## config.mk

```make
export PLATFORM = sky130hd
export DESIGN_NAME = cc_latch8
export DESIGN_NICKNAME = d
export VERILOG_FILES = /design/src/rtl/cc_latch8.sv
export SDC_FILE = /design/constraint.sdc
export NUM_CORES = 1
export LEC_CHECK = 0
export CAP_MARGIN = 40
export CORE_ASPECT_RATIO = 0.9
export CORE_UTILIZATION = 47
export DETAILED_ROUTE_END_ITERATION = 7
export HOLD_SLACK_MARGIN = 0.02
export PLACE_DENSITY = 0.77
export SLEW_MARGIN = 20
export SYNTH_ARGS = -nofsm -noshare
export SYNTH_HDL_FRONTEND = slang
export SYNTH_SLANG_ARGS = --single-unit
```

## constraint.sdc

```tcl
create_clock -name clk -period 1.86 [get_ports clk]
set_input_delay 0.279 -clock clk [delete_from_list [all_inputs] [get_ports clk]]
set_output_delay 0.279 -clock clk [all_outputs]
set_load 0.01 [all_outputs]
```

## src/rtl/cc_latch8.sv

```systemverilog
// Condition-code capture stage: synchronizes raw conditions, tracks each bit as a
// level or a sticky rising-edge event, and presents a hold-able registered word.
module cc_latch8 #(
  parameter int WIDTH       = 8,
  parameter int SEL_W       = 3,
  parameter int SYNC_STAGES = 2
) (
  input  logic             clk,
  input  logic             rst,
  input  logic [WIDTH-1:0] cin,
  input  logic             mode_we,
  input  logic [WIDTH-1:0] mode_d,
  input  logic             tclr,
  input  logic [SEL_W-1:0] tsel,
  input  logic             hold,
  output logic [WIDTH-1:0] q,
  output logic             pending,
  output logic [WIDTH-1:0] mode
);

  logic [WIDTH-1:0] sync_q [SYNC_STAGES];
  logic [WIDTH-1:0] s;
  logic [WIDTH-1:0] h;
  logic [WIDTH-1:0] rise;
  logic [WIDTH-1:0] st;
  logic [WIDTH-1:0] st_next;
  logic [WIDTH-1:0] mode_next;

  always_ff @(posedge clk) begin
    if (rst) begin
      for (int k = 0; k < SYNC_STAGES; k++) sync_q[k] <= '0;
      h <= '0;
    end else begin
      sync_q[0] <= cin;
      for (int k = 1; k < SYNC_STAGES; k++) sync_q[k] <= sync_q[k-1];
      h <= s;
    end
  end

  assign s         = sync_q[SYNC_STAGES-1];
  assign rise      = s & ~h;
  assign mode_next = mode_we ? mode_d : mode;

  // The mode in force before this edge governs st; a rise beats a same-cycle clear.
  always_comb begin
    st_next = st;
    for (int i = 0; i < WIDTH; i++) begin
      if (!mode[i]) begin
        st_next[i] = s[i];
      end else if (rise[i]) begin
        st_next[i] = 1'b1;
      end else if (tclr && (tsel == SEL_W'(i))) begin
        st_next[i] = 1'b0;
      end
    end
  end

  always_ff @(posedge clk) begin
    if (rst) begin
      st      <= '0;
      mode    <= '0;
      q       <= '0;
      pending <= 1'b0;
    end else begin
      st      <= st_next;
      mode    <= mode_next;
      pending <= |(mode_next & st_next);
      if (!hold) q <= st_next;
    end
  end

endmodule
```

==> metrics.cfg <==
[synthesis]
yosys.area_share.simple = 0.229
ys_seq_area_frac = 0.589
synth_area_um2 = 1660
muxShareOfSynthArea = 0.0684
ys_async_sr_fraction = 0
synth_area_leaders = dfxtp_1 (59%), nor2b_1 (11%), mux2i_1 (4.8%)
yosysUniqueCellTypes = 21
synth_top_family_by_area = simple AND/OR/NAND/NOR gates
yosys.area.top_type_share = 0.589
ys.flop_type = dfxtp_1
synth_compound_area_frac = 0.0970
yosysWarnings = 0
syn_nets = 178
synth_area_leader_cell = dfxtp_1
avgSynthCellArea_um2 = 10.8
synthAdderAreaFrac = 0
synthXorXnorAreaFrac = 0
syn_inst = 154
synth-seq-cells = 49
synth_edf_count = 0

[timing]
clock_skew_ns = 0.00594
fmax_mhz = 610
max_slew.worst_pin.slew_ns = 0.274
whs_ns = 0.440
hold_viol_final = 0
period_share = 0.881
period_minus_slack_ns = 1.64
setup_viol_count_final = 0
rsz0062_at_grt = no
slew-limit-headroom = 0.812
slew_violations = 0
fin_setup_tns_ns = 0

[grt]
grt_antenna_before_repair = 0
grt_usage = 0.191
grt_pass1_wl_mm = 5.38
grt_max_degree = 26
globalRouteOverflowTotal = 0
first_global_vias = 1186

[finish]
fin_area_um2 = 2270
ff_latch_area_um2 = 981
multi_input_area_um2 = 656
areaGrowthSynthToFinish_pct = 36.4
drive_gt1_frac = 0.0962
layout_commonest_cell = dfxtp_1
final_cell_mix = dfxtp_1 (49), clkdlybuf4s50_1 (40), nor2b_1 (30), nor2_1 (18)
antenna_cells = 0
fillCellCount = 274
nets = 231

[place]
gp_congestion = 0.801
io_buffer_count = 40
placed_area_um2 = 2190
hpwlAfterDp_mm = 2.38

[clock_tree]
cts.sinks = 49
clock_latency_ns = 0.29
path_clk_slew_ns = 0.08
cts_buffers = 5
cts_root_buf = clkbuf_8
hold_buffers = 0
cts_max_level = 2
ctsResizeCount = 0
post-cts-setup-buffer-count = 0
cts_buffer_depth = 2
tritoncts = done

[power]
power.density_nw_per_um2 = 839
power_frac_clock = 0.302
p_switching_uw = 415
peakVddDrop_uv = 543
intPower_uw = 1490
combinationalPowerShare = 0.114
switching_share = 0.218
p_total_uw = 1910
seq_power_share = 0.584
p_leak_uw = 0.000861

[critical_path]
path_class = in2reg
critPathLaunchType = primary input
crit_fanout = 3
arrival_ns = 1.80
end_kind = register
required_ns = 2.02
crit_chain = clkdlybuf4s50_1, or4b_1, a32o_2, a2bb2oi_2, a41oi_1
slowest_delay_ns = 0.56
slowest_stage = or4b_1

[floorplan]
io_pins = 41
start_util = 0.493
die_y_um = 58.5
core_um2 = 3380
die_w_um = 64.7
row_count = 20
die-area_um2 = 3780

[routing]
viasPerCell = 5.03
via_count = 1268
drt_iter0_markers = 121
ant_nets = 0
dr.pass1.iters = 4
drcViolationCount = 0
avgRoutedWirePerCell_um = 12.9
routed_wirelength_mm = 3.26

[flow_run]
drv_cap = 0

[outcome]
status = complete, no violations

[hold_path]
worstHoldPathType = reg2reg

-- path summary, 6_finish.rpt --
kind	end	slack, ns	cells after the start	start
worst max-delay path	pending	0.22	5	tsel[2]
worst min-delay path	sync_q[0][12]	0.44	1	sync_q[0][4]
worst max register to register	pending	0.72	4	mode[4]
worst min register to register	sync_q[0][12]	0.44	1	sync_q[0][4]
-- registers in the layout (all words and copies together), names as in the netlist --
signal and cells:
pending 1, q 8, sync_q 16, mode 8, st 8, h 8
-- metrics by stage --
stage                util  setup WS (ns)  instances
floorplan               -          0.459        154
global placement    0.648        -0.0312        244
detailed placement  0.648        -0.0715        244
CTS                 0.672          0.217        252
global route        0.672          0.189        252
finish              0.672          0.222        252
-- worst max-delay path: cells and delay by family --
kind	cells	cell delay, ns
AOI/OAI and AO/OA	3	0.54
and+or+nand+nor	1	0.56
buffers and inverters	1	0.42
-- cells in the mapped netlist, drive strengths merged (3+ instances only) --
cell type and number:
nor2 18, a32o 3, o21a 5, nor2b 30, nand4bb 3, nand4b 3, mux2 3, buf 3
nand2 13, dfxtp 49, clkbuf 4, mux2i 8, a32oi 5
-- power by group through the flow --
| stage | combinational (µW) | clock, µW | sequential [µW] |
|---|---|---|---|
| after floorplan | 86.2 | 0 | 1140 |
| after global placement | 212 | 0 | 1140 |
| after detailed placement | 216 | 0 | 1140 |
| after CTS | 218 | 590 | 1110 |
| after global routing | 235 | 632 | 1120 |
| final | 217 | 576 | 1110 |
-- cell families after synthesis --
family	after synthesis
multiplexers	11
AND/OR/NAND/NOR	69
buffers and inverters	7
AO/OA/AOI/OAI	18
flip-flops	49
-- routing by layer --
| metal | global-route usage | routed length [µm] |
|---|---|---|
| met5 | 0 | 0 |
| met4 | 0.0857 | 42 |
| met3 | 0.0562 | 237 |
| met2 | 0.302 | 1510 |
| met1 | 0.243 | 1470 |
-- cell type report --
class                      count  area share
tap                           44      0.0243
timing repair buffer          53       0.219
sequential                    49       0.432
clock buffer                   8      0.0353
multi-input combinational     98       0.289
Power figures use the tool's default switching activity.
